`src/rtl/afe_cfg_pkg.sv`:
```
// Shared definitions for the AFE configuration sequencer: opcodes, field widths
// and the sequencer state encoding.
package afe_cfg_pkg;

    localparam int CMD_W  = 20;
    localparam int OP_W   = 4;
    localparam int ROM_AW = 8;

    localparam logic [OP_W-1:0] OP_STOP = 4'h0;
    localparam logic [OP_W-1:0] OP_SEND = 4'h1;

    typedef enum logic [2:0] {
        ST_IDLE,
        ST_FETCH,
        ST_DECODE,
        ST_SHIFT,
        ST_CS_HOLD,
        ST_GAP
    } seq_state_t;

endpackage

```
`src/rtl/afe_spi_shifter.sv`:
```
// Mode-0 SPI serializer: sclk generation, bit counter and MSB-first shift register.
// With AFE_READBACK_EN defined it also captures MISO on each rising sclk edge.
module afe_spi_shifter
    import afe_cfg_pkg::*;
#(
    parameter int CLK_DIV = 4
) (
    input  logic             clk,
    input  logic             reset,
    input  logic             load_i,
    input  logic [CMD_W-1:0] payload_i,
`ifdef AFE_READBACK_EN
    input  logic             miso_i,
    output logic [CMD_W-1:0] rx_data_o,
`endif
    output logic             sclk_o,
    output logic             mosi_o,
    output logic             frame_done_o
);

    localparam int DIV_W = (CLK_DIV > 2) ? $clog2(CLK_DIV) : 1;
    localparam logic [DIV_W-1:0] DIV_LOAD = DIV_W'(CLK_DIV - 1);

    logic             active_q;
    logic             sclk_q;
    logic [CMD_W-1:0] shreg_q;
    logic [4:0]       bits_q;
    logic [DIV_W-1:0] div_q;
`ifdef AFE_READBACK_EN
    logic [CMD_W-1:0] rx_q;
    assign rx_data_o = rx_q;
`endif

    assign sclk_o = sclk_q;
    assign mosi_o = shreg_q[CMD_W-1];
    // Asserted on the edge that ends the last high phase, so the caller can start its hold timer in step.
    assign frame_done_o = active_q && sclk_q && (div_q == '0) && (bits_q == '0);

    always_ff @(posedge clk) begin
        if (reset) begin
            active_q <= 1'b0;
            sclk_q   <= 1'b0;
            shreg_q  <= '0;
            bits_q   <= '0;
            div_q    <= '0;
`ifdef AFE_READBACK_EN
            rx_q     <= '0;
`endif
        end else if (load_i) begin
            active_q <= 1'b1;
            sclk_q   <= 1'b0;
            shreg_q  <= payload_i;
            bits_q   <= 5'(CMD_W - 1);
            div_q    <= DIV_LOAD;
        end else if (active_q) begin
            if (div_q != '0) begin
                div_q <= div_q - DIV_W'(1);
            end else begin
                div_q  <= DIV_LOAD;
                sclk_q <= ~sclk_q;
`ifdef AFE_READBACK_EN
                if (!sclk_q) begin
                    rx_q <= {rx_q[CMD_W-2:0], miso_i};
                end
`endif
                if (sclk_q) begin
                    if (bits_q == '0) begin
                        active_q <= 1'b0;
                        shreg_q  <= '0;
                    end else begin
                        shreg_q <= {shreg_q[CMD_W-2:0], 1'b0};
                        bits_q  <= bits_q - 5'd1;
                    end
                end
            end
        end
    end

endmodule

```
`src/rtl/afe_config_sequencer.sv`:
```
// Walks the AFE command ROM from address 0 and sends each SEND entry as one SPI frame.
// Optional AFE_READBACK_EN adds MISO capture with readback_data/readback_valid outputs.
//
// state      | meaning
// IDLE       | waiting for start; rom_address holds its last value
// FETCH      | rom_address stable, ROM read in flight
// DECODE     | opcode examined: stop, send or error
// SHIFT      | cs_n low, 20 payload bits clocked out
// CS_HOLD    | cs_n still low for CLK_DIV cycles after the last sclk fall
// GAP        | cs_n high between frames, then next address or finish
module afe_config_sequencer
    import afe_cfg_pkg::*;
#(
    parameter int CLK_DIV = 4,
    parameter int CS_GAP  = 8
) (
    input  logic                   clk,
    input  logic                   reset,
    input  logic                   start,
    output logic [ROM_AW-1:0]      rom_address,
    input  logic [OP_W+CMD_W-1:0]  rom_command,
    output logic                   spi_sclk,
    output logic                   spi_cs_n,
    output logic                   spi_mosi,
`ifdef AFE_READBACK_EN
    input  logic                   spi_miso,
    output logic [CMD_W-1:0]       readback_data,
    output logic                   readback_valid,
`endif
    output logic                   busy,
    output logic                   done,
    output logic                   error,
    output logic [8:0]             cmd_count
);

    localparam int TMR_MAX = (CLK_DIV > CS_GAP) ? CLK_DIV : CS_GAP;
    localparam int TMR_W   = $clog2(TMR_MAX + 1);
    // FETCH, DECODE and the shifter load cycle also keep cs_n high, so GAP itself is shortened.
    localparam logic [TMR_W-1:0] GAP_LOAD  = (CS_GAP >= 2) ? TMR_W'(CS_GAP - 2) : '0;
    localparam logic [TMR_W-1:0] HOLD_LOAD = TMR_W'(CLK_DIV - 1);

    seq_state_t        state_q;
    logic [ROM_AW-1:0] addr_q;
    logic [8:0]        cnt_q;
    logic              busy_q;
    logic              done_q;
    logic              err_q;
    logic              cs_n_q;
    logic              load_q;
    logic [CMD_W-1:0]  payload_q;
    logic [TMR_W-1:0]  tmr_q;
    logic              frame_done;
`ifdef AFE_READBACK_EN
    logic [CMD_W-1:0]  rx_data;
    logic [CMD_W-1:0]  rb_data_q;
    logic              rb_valid_q;
    assign readback_data  = rb_data_q;
    assign readback_valid = rb_valid_q;
`endif

    assign rom_address = addr_q;
    assign spi_cs_n    = cs_n_q;
    assign busy        = busy_q;
    assign done        = done_q;
    assign error       = err_q;
    assign cmd_count   = cnt_q;

    afe_spi_shifter #(
        .CLK_DIV (CLK_DIV)
    ) u_shifter (
        .clk          (clk),
        .reset        (reset),
        .load_i       (load_q),
        .payload_i    (payload_q),
`ifdef AFE_READBACK_EN
        .miso_i       (spi_miso),
        .rx_data_o    (rx_data),
`endif
        .sclk_o       (spi_sclk),
        .mosi_o       (spi_mosi),
        .frame_done_o (frame_done)
    );

    always_ff @(posedge clk) begin
        if (reset) begin
            state_q   <= ST_IDLE;
            addr_q    <= '0;
            cnt_q     <= '0;
            busy_q    <= 1'b0;
            done_q    <= 1'b0;
            err_q     <= 1'b0;
            cs_n_q    <= 1'b1;
            load_q    <= 1'b0;
            payload_q <= '0;
            tmr_q     <= '0;
`ifdef AFE_READBACK_EN
            rb_data_q  <= '0;
            rb_valid_q <= 1'b0;
`endif
        end else begin
            done_q <= 1'b0;
            load_q <= 1'b0;
`ifdef AFE_READBACK_EN
            rb_valid_q <= 1'b0;
`endif
            case (state_q)
                ST_IDLE: begin
                    if (start) begin
                        state_q <= ST_FETCH;
                        addr_q  <= '0;
                        cnt_q   <= '0;
                        err_q   <= 1'b0;
                        busy_q  <= 1'b1;
                    end
                end
                ST_FETCH: state_q <= ST_DECODE;
                ST_DECODE: begin
                    case (rom_command[CMD_W +: OP_W])
                        OP_STOP: begin
                            done_q  <= 1'b1;
                            busy_q  <= 1'b0;
                            state_q <= ST_IDLE;
                        end
                        OP_SEND: begin
                            payload_q <= rom_command[CMD_W-1:0];
                            load_q    <= 1'b1;
                            state_q   <= ST_SHIFT;
                        end
                        default: begin
                            err_q   <= 1'b1;
                            busy_q  <= 1'b0;
                            state_q <= ST_IDLE;
                        end
                    endcase
                end
                ST_SHIFT: begin
                    // cs_n falls on the same edge the shifter takes the payload.
                    if (load_q) begin
                        cs_n_q <= 1'b0;
                    end
                    if (frame_done) begin
                        tmr_q   <= HOLD_LOAD;
                        state_q <= ST_CS_HOLD;
                    end
                end
                ST_CS_HOLD: begin
                    if (tmr_q == '0) begin
                        cs_n_q  <= 1'b1;
                        cnt_q   <= cnt_q + 9'd1;
                        tmr_q   <= GAP_LOAD;
                        state_q <= ST_GAP;
`ifdef AFE_READBACK_EN
                        rb_data_q  <= rx_data;
                        rb_valid_q <= 1'b1;
`endif
                    end else begin
                        tmr_q <= tmr_q - TMR_W'(1);
                    end
                end
                ST_GAP: begin
                    if (tmr_q != '0) begin
                        tmr_q <= tmr_q - TMR_W'(1);
                    end else if (addr_q == '1) begin
                        done_q  <= 1'b1;
                        busy_q  <= 1'b0;
                        state_q <= ST_IDLE;
                    end else begin
                        addr_q  <= addr_q + ROM_AW'(1);
                        state_q <= ST_FETCH;
                    end
                end
                default: state_q <= ST_IDLE;
            endcase
        end
    end

endmodule

```
`config.mk`:
```
export PLATFORM = sky130hd
export DESIGN_NAME = afe_config_sequencer
export DESIGN_NICKNAME = d
export VERILOG_FILES = /design/src/rtl/afe_cfg_pkg.sv /design/src/rtl/afe_spi_shifter.sv /design/src/rtl/afe_config_sequencer.sv
export SDC_FILE = /design/constraint.sdc
export NUM_CORES = 1
export LEC_CHECK = 0
export ABC_CLOCK_PERIOD_IN_PS = 1800
export CAP_MARGIN = 15
export CORE_ASPECT_RATIO = 0.6
export CORE_MARGIN = 3
export CORE_UTILIZATION = 49
export CTS_CLUSTER_DIAMETER = 50
export CTS_CLUSTER_SIZE = 12
export DETAILED_ROUTE_END_ITERATION = 12
export HOLD_SLACK_MARGIN = 0.08
export PLACE_DENSITY = 0.75
export SLEW_MARGIN = 20
export SYNTH_ARGS = -nofsm -noshare
export SYNTH_HDL_FRONTEND = slang
export SYNTH_SLANG_ARGS = --single-unit
```
`constraint.sdc`:
```
create_clock -name clk -period 1.8 [get_ports clk]
set_input_delay 0.54 -clock clk [delete_from_list [all_inputs] [get_ports clk]]
set_output_delay 0.54 -clock clk [all_outputs]
set_load 0.005 [all_outputs]
```
**Word level (Yosys, flattened, before mapping)**

Index checks and enable logic that the tools add are counted.

- Bits in registers: 78
- Output and inout bits: 23
- Word-level logic and storage cells: 129
- Input port bits: 27

- $add $sub $neg: 5
- Reductions and logical operators: 33
- Equal/unequal tests: 19
- Bitwise gates (word level): 4
- Multiplexer cells: 52

Operator list:

| kind | count |
|---|---|
| $mux W20 | 5 |
| $mux W5 | 5 |
| $mux W8 | 3 |
| $ne A2 B2 Y1 const B | 12 |
| $mux W1 | 18 |
| $mux W9 | 2 |
| $pmux W3 S6 | 1 |
| $pmux W9 S2 | 1 |
| $pmux W8 S2 | 1 |
| $reduce_and A4 Y1 | 4 |
| $reduce_and A3 Y1 | 5 |
| $reduce_bool A2 Y1 | 7 |
| $mux W3 | 4 |
| $mux W4 | 3 |
| $pmux W4 S3 | 1 |
| $add A9 B1 Y9 const B | 1 |
| $add A8 B1 Y8 const B | 1 |
| $eq A8 B8 Y1 const B | 1 |
| $logic_not A4 Y1 | 2 |
| $mux W2 | 4 |
| $eq A3 B2 Y1 const B | 2 |
| $eq A3 B3 Y1 const B | 2 |
| $pmux W1 S2 | 3 |
| $reduce_bool A3 Y1 | 2 |
| 15 further kinds | 23 |

**Longest topological paths before layout**

- Word-level depth: 6
- Depth in mapped cells: 7
- Mapped depth without buffers: 6

**Hierarchy**

A second synthesis with hierarchy kept.

- Cells, all modules: 437
- Area total of the unflattened synthesis: 3652.3 µm²

Modules (own cells, without submodules):

| module | cells each | area an instance (µm²) | instances | sequential area each (µm²) |
|---|---|---|---|---|
| afe_config_sequencer | 272 | 2303.5 | 1 | 980.9 |
| afe_spi_shifter | 165 | 1348.8 | 1 | 580.6 |

**Worst setup path after synthesis**

OpenSTA, ideal clock, no wires.

- Path type: register to register
- Start: register u_shifter.bits_q[0]
- End: register tmr_q[1]
- Buffers on the path: 1
- Library setup time: 134 ps
- Setup slack: -29 ps
- Clock period less this slack: 1829 ps
- Arrival time: 1695 ps
- Required time: 1666 ps
- Stages on the path, launching flop included: 8
- Cell sequence: dfxtp_1 > inv_1 > ha_1 > or4b_4 > buf_6 > o32ai_4 > and4b_2 > a211oi_1

- Longest elaborated chain between the ends: 4

Ends and longest elaborated chain:

| what | line | RTL |
|---|---|---|
| start, declared | afe_spi_shifter.sv:27 | `logic [4:0] bits_q;` |
| start signal, assigned | afe_spi_shifter.sv:53 | `bits_q <= 5'(CMD_W - 1);` |
| start signal, assigned | afe_spi_shifter.sv:72 | `bits_q <= bits_q - 5'd1;` |
| $logic_not A5 Y1 | afe_spi_shifter.sv:37 | `assign frame_done_o = active_q && sclk_q && (div_q == '0) && (bits_q == '0);` |
| $logic_and A1 B1 Y1 | afe_spi_shifter.sv:37 |  |
| $ne A2 B2 Y1 (no source line) | -- |  |
| $reduce_and A3 Y1 (no source line) | -- |  |
| end signal, assigned | afe_config_sequencer.sv:157 | `tmr_q <= tmr_q - TMR_W'(1);` |
| end signal, assigned | afe_config_sequencer.sv:162 | `tmr_q <= tmr_q - TMR_W'(1);` |
| end, declared | afe_config_sequencer.sv:51 | `logic [TMR_W-1:0] tmr_q;` |

Every way passes these cells.
A chain may end at the register's enable or synchronous reset.

**Final worst setup path**

- Start: register u_shifter.bits_q[1]
- End: register tmr_q[0]

The elaborated chain is that of the path after synthesis.

==> results by stage <==
Layout:
- The area growth from synthesis to final layout is 36.2%.
- The non-filler instance count after layout is 579.
- Once layout is done, the placed cells without fillers occupy 0.00476 mm2.
- 0 antenna diodes ended up in the layout.
- The share of final-layout standard cells stronger than drive strength 1 is 23.0%.
- The final layout net count is 519.

Clocking:
- The clock drives 78 sinks.
- The clock tree root driver cell is clkbuf_16.
- The maximum clock insertion buffer count is 2.
- TritonCTS built the clock tree.
- The clock slew seen by the registers of the worst setup and hold paths is 0.06 ns.
- The number of buffers inserted during clock tree synthesis is 9.
- The number of levels the H-tree was split into is 3.
- The later-pin clock latency in the skew report is 0.34 ns.

Worst setup path:
- The sort of element at the start of the critical path is a register.
- By startpoint and endpoint, the worst setup path is classified as reg2reg.
- Setup slack on the worst reg-to-reg path comes out at -0.006 ns.
- The number of cells on the worst reg-to-reg path is 6.
- The largest fanout of any net on the critical path is 4.
- The end of the worst register-to-register path is tmr_q[0].
- The reg-to-reg critical path startpoint is u_shifter.bits_q[1].
- The critical path data arrival time is 2.05 ns.
- The category of the worst setup path capture point is a register.
- The required time at the endpoint of the critical path is 2.04 ns.

STA:
- The worst path uses 100% of the clock period.
- The largest clock skew in the final design is 0.00483 ns.
- The final total negative setup slack is -0.00620 ns.
- The worst setup margin is -0.00620 ns.
- Setup repair after global routing could not meet its margin everywhere.
- The worst pin sits at a relative slew slack of 58.5%.
- The achievable frequency is 0.554 GHz.
- The number of max-slew violations in the final report is 0.
- At the pin with the least slew margin, the transition time is 0.623 ns.
- The final hold violation count is 0.
- The final count of negative-setup-slack endpoints is 1.
- The final critical path time including I/O delays and setup is 1.81 ns.

Synth:
- After synthesis, the largest family of logic cells by area is simple AND/OR/NAND/NOR gates.
- The fraction of synthesized area in multiplexers is 0.322%.
- Of all cell types, the one taking the most synthesized area is dfxtp_1.
- The xor and xnor area share after synthesis is 2.51%.
- The netlist area before placement is 0.00349 mm2.
- The synthesized instance count is 408.
- The count of synthesis-stage warnings from yosys is 0.
- The number of nets in the synthesized netlist is 440.
- After synthesis, flip-flops and latches occupy 44.7% of the total area.
- In this run, synthesis produced a sequential element count of 78.
- For this run, asynchronously set or reset flops after synthesis account for 0%.
- The top cell type by area accounts for 44.7% of the synthesized area.
- After synthesis, the cell types taking the most area are dfxtp_1 45%, nand2_1 5.6%, a21oi_1 5.2%, a221oi_1 5.0%, nor3_1 4.4%.
- The area fraction in and, or, nand and nor cells after synthesis is 24.4%.
- The number of synthesized flops with an enable pin is 0.
- The count of distinct cell types in the synthesized netlist is 50.
- For this run, the leading register cell type out of synthesis is dfxtp_1.
- The complex-gate fraction of the synthesized area is 20.5%.
- The adder and majority gate portion of the synthesized area is 1.79%.
- The post-synthesis area per instance is 8.56 um2.

Floorplan:
- From left edge to right edge, the die measures 115 um.
- For this configuration, the core starts out at a cell density of 51.4%.
- The total area inside the core boundary comes to 0.00679 mm2.
- The die boundary height is 71.4 um.
- The row count is 23.
- The die covers 0.00821 mm2.
- 50 I/O pins were placed.

Drt:
- The remaining antenna violation count after routing is 0.
- The first detailed-routing pass took 4 iterations.
- The detailed router finished its first iteration with 255 violations.
- Dividing the detail-routed via count by the number of cells gives 5.88.
- The total vias in the final route is 3407.
- In the routed design, unresolved DRC markers number 0.
- The final layout contains routed wiring with a total length of 9730 um.
- The routed length per placed instance is 16.8 um.

Run status:
- The flow ran to the end, but the final reports show violations.
- The final reports fail on setup timing.

Placement:
- After legalization and detailed placement, the total HPWL measured 6130 um.
- Once placement finished, the instance area stood at 0.00426 mm2.
- The routability-driven placement congestion ratio is 0.827.
- In this run the tool buffered the top-level ports with 49 buffer cells.
- The cell count after placement is 554.

Power and ir drop:
- The overall power after layout is 4.08 mW.
- IR analysis of the VDD net gives a maximum drop of 0.600 mV.
- The power density relative to cell area is 857 mW/mm2.
- The static power due to leakage is 1.78 nW.

Worst hold path:
- The launch instance of the worst min-delay path is payload_q[0].
- The cell count of the worst hold path is 2.
- The worst hold path terminates at u_shifter.shreg_q[0].
- The path class of the tightest hold or removal check is reg2reg.

Job:
- Max-cap violations in this run came to 0.

GRT:
- The number of antenna violations at the first check in global routing is 0.
- The via count of the first global-routing pass was 3170.
- The total global-route track usage is 23.8%.
- The first global-routing pass estimated 15400 um of wire.
- Entering global routing, the biggest net connects 61 pins.
- The total overflow left after global routing is 0.
==> what timing repair did <==
item,CTS,global route
setup endpoints to repair,20,54
pin swaps,5,4
cloned,1,0
hold buffers,0,0
hold endpoints to repair,0,0
resized for setup,27,17
setup buffers,3,5
==> report_power, final <==
| part | total [mW] | leakage (nW) | switching, mW | internal, mW |
|---|---|---|---|---|
| clock network | 2.04 | 0.161 | 0.690 | 1.35 |
| registers | 1.76 | 0.641 | 0.0245 | 1.74 |
| logic | 0.273 | 0.983 | 0.128 | 0.145 |
| total | 4.08 | 1.78 | 0.842 | 3.24 |
==> cell families after synthesis <==
logic type | count (synthesis)
flip-flops | 78
AND/OR/NAND/NOR | 171
adder cells (fa/ha/maj) | 5
multiplexers | 1
XOR/XNOR | 10
AO/OA/AOI/OAI | 100
buffers and inverters | 43
==> routing by layer <==
layer / vias up / part of all wire [%] / track usage (%)
met5: - / 0 / 0
met4: 0 / 1.1 / 10.3
met3: 13 / 6.5 / 6.33
met2: 121 / 46 / 35.1
met1: 1631 / 47 / 33.0
li1: 1642 / - / -
==> state kept, by name, summed over array words and instances, names as in the netlist, 2 cells and up <==
name,cells
cmd_count,9
payload_q,20
rom_address,8
state_q,3
tmr_q,4
u_shifter.bits_q,5
u_shifter.div_q,2
u_shifter.shreg_q,20
==> layout make-up <==
cell class | count | area (um2)
clock buffers | 12 | 236
clock inverters | 4 | 95.1
fillers | 533 | 2030
inverters | 10 | 37.5
multi-input cells | 288 | 1800
flip-flops and latches | 78 | 1600
well taps | 87 | 109
repair buffers | 100 | 880
==> through the flow <==
| step | hold WS [ns] | setup WS [ns] | util (%) |
|---|---|---|---|
| detailed placement | 0.447 | -0.418 | 62.7 |
| floorplan | 0.432 | 0.00495 | - |
| finish | 0.452 | -0.00620 | 70.0 |
| global placement | 0.443 | -0.406 | 62.7 |
| CTS | 0.455 | 0.0000790 | 68.9 |
| global route | 0.470 | -0.0719 | 70.0 |
==> cell usage in the layout, fill, tap and decap left out, types with 6 or more instances in the layout <==
cell / count
a21oi_1: 35
a221oi_1: 19
and3_1: 7
buf_4: 50
clkbuf_16: 9
clkdlybuf4s50_1: 47
dfxtp_1: 57
dfxtp_2: 17
nand2_1: 52
nand3_1: 14
nor2_1: 37
nor3_1: 30
o2111ai_1: 7
o211ai_1: 6
o21ai_0: 11
xor2_1: 9
==> Yosys cell counts, drive strengths merged (5+ instances only) <==
cell,instances
ha,5
a221oi,21
nor3,31
o2111ai,7
nand2,53
a2111o,5
o211ai,6
xor2,9
dfxtp,78
nor2,37
and3,8
nand3,15
inv,8
buf,11
a21oi,36
o21ai,13
clkbuf,22
==> critical path, stage by stage, from the launching register on <==
cell	delay, ns
dfxtp_2	0.32
inv_2	0.07
ha_4	0.13
or4b_4	0.50
o32ai_4	0.28
inv_2	0.11
a221oi_2	0.28
==> worst max-delay path by stage <==
stage	startpoint	endpoint	slack, ns	cells past startpoint
finish	u_shifter.bits_q[1]	tmr_q[0]	-0.006	6
detailed placement	start	rom_address[5]	-0.42	4
floorplan	tmr_q[0]	tmr_q[1]	0.005	6
global placement	start	rom_address[5]	-0.41	4
global route	tmr_q[0]	rom_address[5]	-0.07	7
CTS	u_shifter.bits_q[1]	tmr_q[0]	0.00008	6
No activity file was read; power rests on OpenSTA's default activity.
